## config.mk

```make
export PLATFORM = sky130hd
export DESIGN_NAME = mem_arbiter
export DESIGN_NICKNAME = d
export VERILOG_FILES = /design/src/rtl/mem_arbiter.sv
export SDC_FILE = /design/constraint.sdc
export NUM_CORES = 1
export LEC_CHECK = 0
export ABC_CLOCK_PERIOD_IN_PS = 1450
export CELL_PAD_IN_SITES_DETAIL_PLACEMENT = 0
export CELL_PAD_IN_SITES_GLOBAL_PLACEMENT = 2
export CORE_MARGIN = 1
export CORE_UTILIZATION = 18
export CTS_CLUSTER_DIAMETER = 150
export CTS_CLUSTER_SIZE = 30
export DETAILED_ROUTE_END_ITERATION = 10
export GPL_ROUTABILITY_DRIVEN = 0
export PLACE_DENSITY_LB_ADDON = 0.1
export SYNTH_ARGS = -nofsm -noshare
export SYNTH_HDL_FRONTEND = slang
export SYNTH_SLANG_ARGS = --single-unit
```

## constraint.sdc

```tcl
create_clock -name clk -period 1.45 [get_ports clk]
set_input_delay 0.29 -clock clk [delete_from_list [all_inputs] [get_ports clk]]
set_output_delay 0.29 -clock clk [all_outputs]
set_load 0.01 [all_outputs]
```

## src/rtl/mem_arbiter.sv

```systemverilog
// Two-client round-robin arbiter merging the fetch and data buses onto one
// single-beat memory port; one transaction in flight at a time.
module mem_arbiter #(
  parameter int ADDR_W = 64
) (
  input  logic              clk,
  input  logic              rst,
  input  logic              ireq_valid,
  input  logic [ADDR_W-1:0] ireq_addr,
  output logic              iresp_addr_ok,
  output logic              iresp_data_ok,
  output logic [31:0]       iresp_data,
  input  logic              dreq_valid,
  input  logic [ADDR_W-1:0] dreq_addr,
  input  logic [2:0]        dreq_size,
  input  logic [7:0]        dreq_strobe,
  input  logic [63:0]       dreq_data,
  output logic              dresp_addr_ok,
  output logic              dresp_data_ok,
  output logic [63:0]       dresp_data,
  output logic              mreq_valid,
  input  logic              mreq_ready,
  output logic [ADDR_W-1:0] mreq_addr,
  output logic [2:0]        mreq_size,
  output logic [7:0]        mreq_strobe,
  output logic [63:0]       mreq_data,
  input  logic              mresp_valid,
  input  logic [63:0]       mresp_data
);

  typedef enum logic [2:0] {
    IDLE,
    I_REQ,
    D_REQ,
    I_RESP,
    D_RESP
  } state_t;

  localparam logic GRANT_I = 1'b0;
  localparam logic GRANT_D = 1'b1;

  state_t state, state_d;
  logic   last_grant;
  logic   grant_i, grant_d;
  logic   i_done, d_done;

  // The response word is 8-byte aligned; a fetch takes the 32-bit half
  // selected by address bit 2.
  function automatic logic [31:0] fetch_lane(input logic hi, input logic [63:0] word);
    return hi ? word[63:32] : word[31:0];
  endfunction

  always_comb begin
    state_d       = state;
    grant_i       = 1'b0;
    grant_d       = 1'b0;
    iresp_addr_ok = 1'b0;
    dresp_addr_ok = 1'b0;
    case (state)
      IDLE: begin
        // With both pending, the client not served last wins.
        if (dreq_valid && (!ireq_valid || last_grant == GRANT_I)) begin
          grant_d = 1'b1;
          state_d = D_REQ;
        end else if (ireq_valid) begin
          grant_i = 1'b1;
          state_d = I_REQ;
        end
      end
      I_REQ: begin
        if (mreq_ready) begin
          iresp_addr_ok = 1'b1;
          state_d       = I_RESP;
        end
      end
      D_REQ: begin
        if (mreq_ready) begin
          dresp_addr_ok = 1'b1;
          state_d       = D_RESP;
        end
      end
      I_RESP: begin
        if (mresp_valid) state_d = IDLE;
      end
      D_RESP: begin
        if (mresp_valid) state_d = IDLE;
      end
      default: state_d = IDLE;
    endcase
  end

  assign mreq_valid = (state == I_REQ) || (state == D_REQ);
  assign i_done     = (state == I_RESP) && mresp_valid;
  assign d_done     = (state == D_RESP) && mresp_valid;

  always_ff @(posedge clk) begin
    if (rst) begin
      state         <= IDLE;
      last_grant    <= GRANT_I;
      mreq_addr     <= '0;
      mreq_size     <= '0;
      mreq_strobe   <= '0;
      mreq_data     <= '0;
      iresp_data_ok <= 1'b0;
      dresp_data_ok <= 1'b0;
      iresp_data    <= '0;
      dresp_data    <= '0;
    end else begin
      state         <= state_d;
      iresp_data_ok <= i_done;
      dresp_data_ok <= d_done;
      if (grant_i) begin
        last_grant  <= GRANT_I;
        mreq_addr   <= ireq_addr;
        mreq_size   <= 3'b010;
        mreq_strobe <= 8'h00;
        mreq_data   <= 64'h0;
      end else if (grant_d) begin
        last_grant  <= GRANT_D;
        mreq_addr   <= dreq_addr;
        mreq_size   <= dreq_size;
        mreq_strobe <= dreq_strobe;
        mreq_data   <= dreq_data;
      end
      if (i_done) iresp_data <= fetch_lane(mreq_addr[2], mresp_data);
      if (d_done) dresp_data <= mresp_data;
    end
  end

endmodule

```

==> metrics list, run 1 <==
- Synthesized net count: 1352
- Synthesis instantiated 30 different standard cells from the library.
- In the final layout, the multi-input gates occupy 4740 um2.
* Quantity of I/O buffers inserted on ports: ~510
- Violations in the final reports: setup timing
* CP max-delay cell: sky130_fd_sc_hd__or4_4
- The cell area that synthesis handed to floorplanning was 8930 um2.
- Area growth, synth to finish: 102%
- The first routing iteration left 312 violations.
- Global routing usage summed across all routing layers: 16.2%
- Share of synthesized area occupied by flip-flops and latches: 54.0%
- In the final routed layout, each cell accounts on average for 19.8 um.
* Worst Setup Path Type: reg -> reg
* Tightest slew margin relative to the limit: 72.5%
* Largest net degree at the start of global routing: 48
- Final Instance Count excl. Fillers: 2318
- Post-route cell area: around 18000 um2
- The min-delay analysis places its worst path in the category in -> reg.
- Startpoint class of the critical path: flop
- The signal on the critical path passes through buf_8 > buf_6 > or4_4 > clkbuf_16 > nand2_1 > a21oi_1.
* Flip-flop and latch area: roughly 4800 um2
- The final number of max-transition violations came to 0.
* Endpoint kind of the worst setup timing path: flop
- Pwr dens: roughly 1000 nW/um2
- Among cell families on the critical path, the largest total delay comes from simple AND/OR/NAND/NOR gates.
- Share of Yosys cell area claimed by the top area cell type: 54.0%
- Clock root buffer master: sky130_fd_sc_hd__clkbuf_16
* Sum of routed wire length over all layers: 45800 um
* Final Core Density: 36.9%
- Synthesis produced 1079 cells.
- After layout, the worst path uses 121% of the clock period.
* Static leakage: 6.72 nW
- Counting the buffers created by CTS gives 12.
* Cts hold-fix bufs: 0
- The worst-case IR drop observed on VDD is 716 uV.
* Skew final: 0.0363 ns
- The die is 225 um wide.
- Total Neg Setup Slack: -39.44 ns
- Clk sink count: roughly 240
- Worst path bufs/invs: 3
- Max-cap violations in this run came to 0.
- Unrepaired setup endpoints after global routing: yes
- Of all nets on the critical path, the largest fanout is 17.
* Worst-Margin Slew: 0.413 ns
* Cell area after placement: 15400 um2
- Of all cell types, the one taking the most synthesized area is sky130_fd_sc_hd__dfxtp_1.
* Clock slew at reported path FFs: between 0.1 and 0.15 ns
* Die Height: 225 um
- Number of detailed-route iterations in the first pass: 4
- The worst path in the final design needs a cycle of roughly 1.8 ns, including I/O delays and setup.
- First-pass GRT wire length: 61700 um
* Critical path arrival: 2.16 ns
- Initial standard-cell utilization of the core: 18.3%
- A synthesized cell averages 8.28 um2.
* Number of core rows: 81
- The die covers 50500 um2.
- Data on the critical path is required at its endpoint by roughly 1.9 ns.
* Post-route DRC violation count: 0
- Once detail routing completed, the nets flagged for antenna violations numbered 0.
* Floorplan Core Area: 49000 um2
- The HPWL after detailed placement is between 30000 and 40000 um.
* Synthesis warning total: 0
* Via count normalized by instance count: 4.23
- Timing would allow up to 569 MHz.
- For this run, the post-layout net count is 1921.
- Count of final hold-check violations: 0
- Detailed-route via count: slightly below 10000
- Across all setup checks in the final design, the least slack found is -0.308 ns.
- For this design the top-level I/O count stands at 513.
- Status: finished, violations left
- Setup violations remaining at the end of the flow were counted as 206.
- The number of global-route vias before repair came to 9466.
* Fill cells: 5066
- On the worst path, the slowest cell contributes a delay of 0.67 ns.
* DP Cell Count: 2233
- The initial antenna violation count is 11.
- Post-Route Hold Slack: 0.0374 ns
- Top post-synthesis cells by area: sky130_fd_sc_hd__dfxtp_1, sky130_fd_sc_hd__nand2_1, sky130_fd_sc_hd__a21oi_1, sky130_fd_sc_hd__a22oi_1, sky130_fd_sc_hd__mux2i_1
- TritonCTS built the clock tree.
- Synthesis-stage register bit count: 241
- Clock insertion delay at the later pin of the skew report: 0.52 ns
- CTS built an H-tree with a depth of 1.
- The clock passes through at most 3 buffers.
* Aggregate global routing overflow: 0
- Cells with a size suffix above 1 make up between 30% and 40% of the layout.
placed cells by master, fill, tap and decap left out, types with 14 or more instances in the layout:
cell type / n
sky130_fd_sc_hd__dlygate4sd2_1: 18
sky130_fd_sc_hd__nand2_4: 52
sky130_fd_sc_hd__clkbuf_16: 34
sky130_fd_sc_hd__nor2_1: 40
sky130_fd_sc_hd__clkdlybuf4s15_1: 86
sky130_fd_sc_hd__nand2_2: 14
sky130_fd_sc_hd__buf_12: 37
sky130_fd_sc_hd__buf_6: 21
sky130_fd_sc_hd__clkdlybuf4s50_1: 271
sky130_fd_sc_hd__clkdlybuf4s15_2: 100
sky130_fd_sc_hd__dfxtp_1: 230
sky130_fd_sc_hd__a22oi_2: 52
sky130_fd_sc_hd__buf_2: 33
sky130_fd_sc_hd__a21oi_1: 141
sky130_fd_sc_hd__mux2i_1: 33
sky130_fd_sc_hd__nand2_1: 278
sky130_fd_sc_hd__a211oi_1: 29
sky130_fd_sc_hd__buf_4: 37
sky130_fd_sc_hd__a21oi_2: 65
flip-flops by register name (all words and copies together) (netlist names), 3 cells and up:
name / flops
dresp_data: 64
mreq_addr: 64
mreq_data: 64
iresp_data: 32
mreq_strobe: 8
mreq_size: 3
state: 3
path summary, 6_finish.rpt:
kind                                             startpoint                     endpoint  slack, ns  cells after the start
worst max-delay path                  state[0]$_SDFFE_PP0P_    mreq_data[9]$_SDFFE_PP0N_      -0.31                      6
worst min-delay path                                    rst  dresp_data[24]$_SDFFE_PP0P_       0.04                      2
worst max register to register        state[0]$_SDFFE_PP0P_    mreq_data[9]$_SDFFE_PP0N_      -0.31                      6
worst min register to register  mreq_strobe[5]$_SDFFE_PP0N_  mreq_strobe[5]$_SDFFE_PP0N_       0.46                      2
synth_stat cells:
cell type	n
sky130_fd_sc_hd__o2111ai_1	1
sky130_fd_sc_hd__nor3_2	1
sky130_fd_sc_hd__or4_1	1
sky130_fd_sc_hd__a22oi_1	64
sky130_fd_sc_hd__o21ai_0	1
sky130_fd_sc_hd__nor2_1	41
sky130_fd_sc_hd__or2_1	1
sky130_fd_sc_hd__nor2b_1	1
sky130_fd_sc_hd__buf_2	39
sky130_fd_sc_hd__o21ai_1	1
sky130_fd_sc_hd__nor4b_1	1
sky130_fd_sc_hd__xnor2_1	1
sky130_fd_sc_hd__a21bo_2	1
sky130_fd_sc_hd__mux2i_1	33
sky130_fd_sc_hd__buf_1	6
sky130_fd_sc_hd__nand3_1	1
sky130_fd_sc_hd__nand2_1	344
sky130_fd_sc_hd__nand2b_1	2
sky130_fd_sc_hd__o211ai_1	1
sky130_fd_sc_hd__nor4_4	1
sky130_fd_sc_hd__o31ai_1	1
sky130_fd_sc_hd__a21oi_1	206
sky130_fd_sc_hd__a211oi_1	32
sky130_fd_sc_hd__and3_1	2
sky130_fd_sc_hd__nor3_1	4
sky130_fd_sc_hd__clkbuf_1	44
sky130_fd_sc_hd__a31oi_1	1
sky130_fd_sc_hd__and2_1	3
sky130_fd_sc_hd__dfxtp_1	241
sky130_fd_sc_hd__inv_1	3
repair_timing:
item	in CTS	in global routing
setup buffers	19	16
pin swaps	56	189
gates resized for setup	705	249
endpoints found under the hold margin	0	0
cloned	11	24
endpoints found under the setup margin	476	399
metal layers:
layer	GRT usage (%)	share of wire [%]	up-vias
met2	27.6	50	285
met5	0	0.17	-
met4	4.43	2.1	12
met3	5.97	7.8	54
met1	18.8	40	4654
li1	-	-	4806
logic make-up after synthesis:
family,synth area share [%]
buffers and inverters,4.41
AO/OA/AOI/OAI,20.2
multiplexers,3.70
XOR/XNOR,0.0981
flip-flops,54.0
AND/OR/NAND/NOR,17.6
report_power, final:
group          leakage [nW]  switching, mW  internal (mW)  total (mW)
Clock                 0.176           2.54           1.69        4.23
Sequential             1.97          0.302           7.22        7.52
Combinational          4.57           3.25           3.79        7.04
layout make-up:
type / count / area share, %
tap: 664 / 4.60
clock inverter: 2 / 0.215
clock buffer: 13 / 1.80
timing repair buffer: 644 / 40.1
antenna: 5 / 0.0693
sequential: 241 / 26.9
multi-input combinational: 746 / 26.3
inverter: 3 / 0.0624
through the flow:
stage | power [mW] | worst slack [ns]
2_1_floorplan | 9.83 | -0.0110
3_3_place_gp | 13.2 | -0.651
3_5_place_dp | 13.2 | -0.670
4_1_cts | 18.3 | -0.306
5_1_grt | 19.8 | -0.383
6_report | 18.8 | -0.308
(Power assumes the default switching activity.)
==> run 2: changes to the inputs <==
--- a/config.mk
+++ b/config.mk
@@ -5,6 +5,7 @@
 export SDC_FILE = /design/constraint.sdc
 export NUM_CORES = 1
 export LEC_CHECK = 0
+export ABC_AREA = 1
 export ABC_CLOCK_PERIOD_IN_PS = 1450
 export CELL_PAD_IN_SITES_DETAIL_PLACEMENT = 0
 export CELL_PAD_IN_SITES_GLOBAL_PLACEMENT = 2
@@ -14,7 +15,7 @@
 export CTS_CLUSTER_SIZE = 30
 export DETAILED_ROUTE_END_ITERATION = 10
 export GPL_ROUTABILITY_DRIVEN = 0
-export PLACE_DENSITY_LB_ADDON = 0.1
+export PLACE_DENSITY = 0.86
 export SYNTH_ARGS = -nofsm -noshare
 export SYNTH_HDL_FRONTEND = slang
 export SYNTH_SLANG_ARGS = --single-unit
==> run 2 against run 1 <==
  * The run still ends with setup timing left
  * Area after synthesis increased by 11%
  * Clock power fell by 4%
  * Critical path depth increased by 4
  * Synthesized cell count up 30%
  * Combinational power is 95% higher
  * First-iteration DRC count increased by 21%
  * Via count rose by 13%
  * Register-to-register slack gained 0.03 ns
  * Core utilization is 3.9 points lower
  * Clock-buffer cell count stayed put
==> metrics list, run 2 <==
- Status: finished, violations left
- The checks that failed: setup timing.
- Area of the mapped netlist: about 10000 um2
* Clock root buffer master: sky130_fd_sc_hd__clkbuf_16
- For this run, the leading register cell type out of synthesis is sky130_fd_sc_hd__dfxtp_1.
- For this configuration, the core starts out at a cell density of 18.4%.
- Grouping stages by cell kind, the critical path spends the most delay in buffers and inverters.
- In this run, placement finished with an instance count of between 2000 and 3000.
* Fin crit share: 119%
- Setup ws final: -0.282 ns
- In this run the cell area measured after placement is 16200 um2.
* Aggregate global routing overflow: 0
* Clock slew at reported path FFs: 0.12 ns
- Once detailed placement completed, the half-perimeter wirelength came to 30600 um.
* First-pass GRT wire length: ~62000 um
- Fmax: between 500 and 600 MHz
- In this run, the number of DRC markers left after iteration 0 of detailed routing was 377.
- After synthesis, flip-flops and latches occupy 48.4% of the total area.
- Highest-count cells in the layout ignoring fill and taps: sky130_fd_sc_hd__nand2_1, sky130_fd_sc_hd__clkdlybuf4s50_1, sky130_fd_sc_hd__dfxtp_1
- Floorplan Core Area: 54200 um2
* Top post-synthesis cells by count: sky130_fd_sc_hd__nand2_1, sky130_fd_sc_hd__dfxtp_1, sky130_fd_sc_hd__a21oi_1, sky130_fd_sc_hd__inv_1, sky130_fd_sc_hd__nand3_1
* CP max-delay cell: sky130_fd_sc_hd__dfxtp_4
* Worst path bufs/invs: 5
* Critical path arrival: approximately 2.2 ns
* Syn avg cell area: 7.09 um2
* Number of ports placed on the die boundary: between 500 and 600
- Buffers placed on the I/O ports in this run total roughly 510.
- Number of failing setup endpoints in the final timing report: 241
- Hold repair after CTS inserted 0 buffers.
- Via count normalized by instance count: roughly 4.2
- Synthesis warning total: 0
- After synthesis the netlist holds a flip-flop and latch count of 241.
- The setup path with the least slack is of type reg -> reg.
- Fin. max-slew vios: 0
- Clock insertion delay at the later pin of the skew report: 0.50 ns
* Most common cell after layout, fill and taps aside: sky130_fd_sc_hd__nand2_1
- TritonCTS Buffers: 12
* Final-stage net count: 2207
- Post-layout minimum cycle time: 1.73 ns
- Setup repair after global routing could not meet its margin everywhere.
* Delay of the slowest critical-path stage: 0.38 ns
- The worst-case IR drop observed on VDD is approximately 770 uV.
- In this run the deepest clock path goes through 3 buffers.
- The synthesized design contains 0 enable-type register cells.
- Cell chain of the critical path: buf_6 > buf_6 > nor2_4 > nand2_4 > nor2_8 > buf_12 > clkbuf_16 > buf_8 > nand2_1 > a21oi_1
* Global routing usage summed across all routing layers: 14.0%
- Count of final hold-check violations: 0
- After synthesis, the share of flip-flops with an asynchronous set or reset is 0%.
- The tool flagged a number of max-cap violations equal to 0.
* Final Instance Count excl. Fillers: 2632
- Most used cell, CP: sky130_fd_sc_hd__buf_6
- Library cell with the highest instance count after synthesis: sky130_fd_sc_hd__nand2_1
* Sum of routed wire length over all layers: 45300 um
- The initial antenna violation count came to 2.
* Post-synthesis cell type with the largest combined area: sky130_fd_sc_hd__dfxtp_1
- The routed layout has 11100 vias.
- DR WL/cell: around 17 um
- Number of core rows: 85
* Endpoint kind of the worst setup timing path: flop
* Area growth, synth to finish: 79.4%
* CTS tree: built
- The largest registers in the layout are dresp_data: 64 flops, mreq_addr: 64 flops, mreq_data: 64 flops.
* Path depth of the worst reg2reg path: 10
- Worst path depth: 10
- The worst pin sits at a relative slew slack of 45.1%.
- Post-route cell area: 17900 um2
- Synthesis produced a netlist whose cell count is 1405.
- Top post-synthesis cells by area: sky130_fd_sc_hd__dfxtp_1, sky130_fd_sc_hd__nand2_1, sky130_fd_sc_hd__a21oi_1, sky130_fd_sc_hd__nand3_1, sky130_fd_sc_hd__inv_1
* Skew final: 0.0109 ns
- WHS Path Cells: 4
- The worst setup path is launched from a flop.
- The number of nets handed over by synthesis was 1678.
- The path class of the tightest hold or removal check is in -> reg.
* Vias in the first global route: 10700
- The die is 237 um wide.
- Entering global routing, the biggest net connects 69 pins.
- Number of detailed-route iterations in the first pass: 4
* Total Neg Setup Slack: -45.59 ns
- In this run the static leakage power is 7.07 nW.
- In this run the power density over the cells is 1470 nW/um2.
- At the pin with the least slew margin, the transition time is 0.823 ns.
- Worst-path fanout max: 7
- For this run, design rule violations remaining after detail routing come to 0.
* Dpl ws: -0.563 ns
- STA puts the critical path data required time at about 1.9 ns.
- In this run the number of H-tree levels came out at 1.
- Share of cells above drive strength 1: 19.2%
- Synthesis instantiated 17 different standard cells from the library.
- Summing internal, switching and leakage power gives 26.3 mW.
- Area of the die: roughly 56000 um2
- Summed over its instances, the top area cell type makes up 48.4% of the synthesized netlist area.
- Number of antenna cells inserted: 0
- For this design, the sink count on the clock tree is 241.
* Post-route ant nets: 0
- Die Height: 237 um
[run 2: cell count changes after synthesis, sizes merged, moves of 3 or more]
cell and delta:
nand3 +134, and2 -3, nand2 +49, inv +172, mux2i -33, o21ai +96, nor2 -18, a22oi -64
clkbuf -9, buf +25, a211oi -32, nor3 -5, a21oi +28
[run 2: through the flow]
step / hold WS, ns / util [%]
4_1_cts: 0.0842 / 31.0
6_report: 0.106 / 33.0
3_3_place_gp: 0.430 / 29.9
3_5_place_dp: 0.434 / 29.9
5_1_grt: 0.109 / 33.0
2_1_floorplan: 0.438 / -
[run 2: layout make-up]
cell class / instances / area, um2
clock buffers: 13 / 325
clock inverters: 3 / 41.3
fillers: 5746 / 36400
inverters: 175 / 672
multi-input cells: 884 / 4360
flip-flops and latches: 241 / 4860
well taps: 696 / 871
repair buffers: 620 / 6740
[run 2: final timing paths]
check                                                  from                     endpoint  slack (ns)
worst max-delay path                  state[0]$_SDFFE_PP0P_    mreq_size[0]$_SDFFE_PP0N_       -0.28
worst min-delay path                                    rst    mreq_size[1]$_SDFFE_PP0P_        0.11
worst max register to register        state[0]$_SDFFE_PP0P_    mreq_size[0]$_SDFFE_PP0N_       -0.28
worst min register to register  dresp_data[47]$_SDFFE_PP0P_  dresp_data[47]$_SDFFE_PP0P_        0.45
[run 2: cells by family (layout without fill, tap and decap cells)]
kind of cell | after synthesis | count (layout) | synth area share (%)
buffers and inverters | 280 | 811 | 11.9
DFF | 241 | 241 | 48.4
and+or+nand+nor | 552 | 552 | 22.9
AOI/OAI and AO/OA | 332 | 332 | 16.7
[run 2: report_power, final]
part	internal [mW]	leakage, nW	switching, mW	total, mW
logic	6.46	4.91	7.23	13.7
registers	7.88	1.97	0.700	8.58
clock network	1.69	0.179	2.38	4.07
[run 2: metal layers]
layer | up-vias | routed length, um | GRT usage, %
li1 | 5515 | - | -
met1 | 5237 | 18800 | 16.6
met2 | 351 | 22400 | 24.7
met3 | 32 | 3360 | 4.20
met4 | 0 | 762 | 2.87
met5 | - | 0 | 0
[run 2: timing repair]
item | in CTS | in global routing
cloned | 1 | 26
setup buffers | 8 | 8
gates resized for setup | 637 | 173
pin swaps | 27 | 48
setup endpoints to repair | 432 | 410
[run 2: worst register-to-register path, cell delays in order (launching register included)]
cell and delay, ns:
sky130_fd_sc_hd__dfxtp_4 0.38, sky130_fd_sc_hd__buf_6 0.12, sky130_fd_sc_hd__buf_6 0.11, sky130_fd_sc_hd__nor2_4 0.15, sky130_fd_sc_hd__nand2_4 0.09, sky130_fd_sc_hd__nor2_8 0.13, sky130_fd_sc_hd__buf_12 0.17, sky130_fd_sc_hd__clkbuf_16 0.18
sky130_fd_sc_hd__buf_8 0.15, sky130_fd_sc_hd__nand2_1 0.06, sky130_fd_sc_hd__a21oi_1 0.12
==> run 3: changes to the inputs <==
--- a/config.mk
+++ b/config.mk
@@ -11,6 +11,7 @@
 export CELL_PAD_IN_SITES_GLOBAL_PLACEMENT = 2
 export CORE_MARGIN = 1
 export CORE_UTILIZATION = 18
+export CTS_BUF_LIST = sky130_fd_sc_hd__clkbuf_16
 export CTS_CLUSTER_DIAMETER = 150
 export CTS_CLUSTER_SIZE = 30
 export DETAILED_ROUTE_END_ITERATION = 10
==> results of run 3 <==
No change in the layout: final DEF, timing and power equal those of run 2.
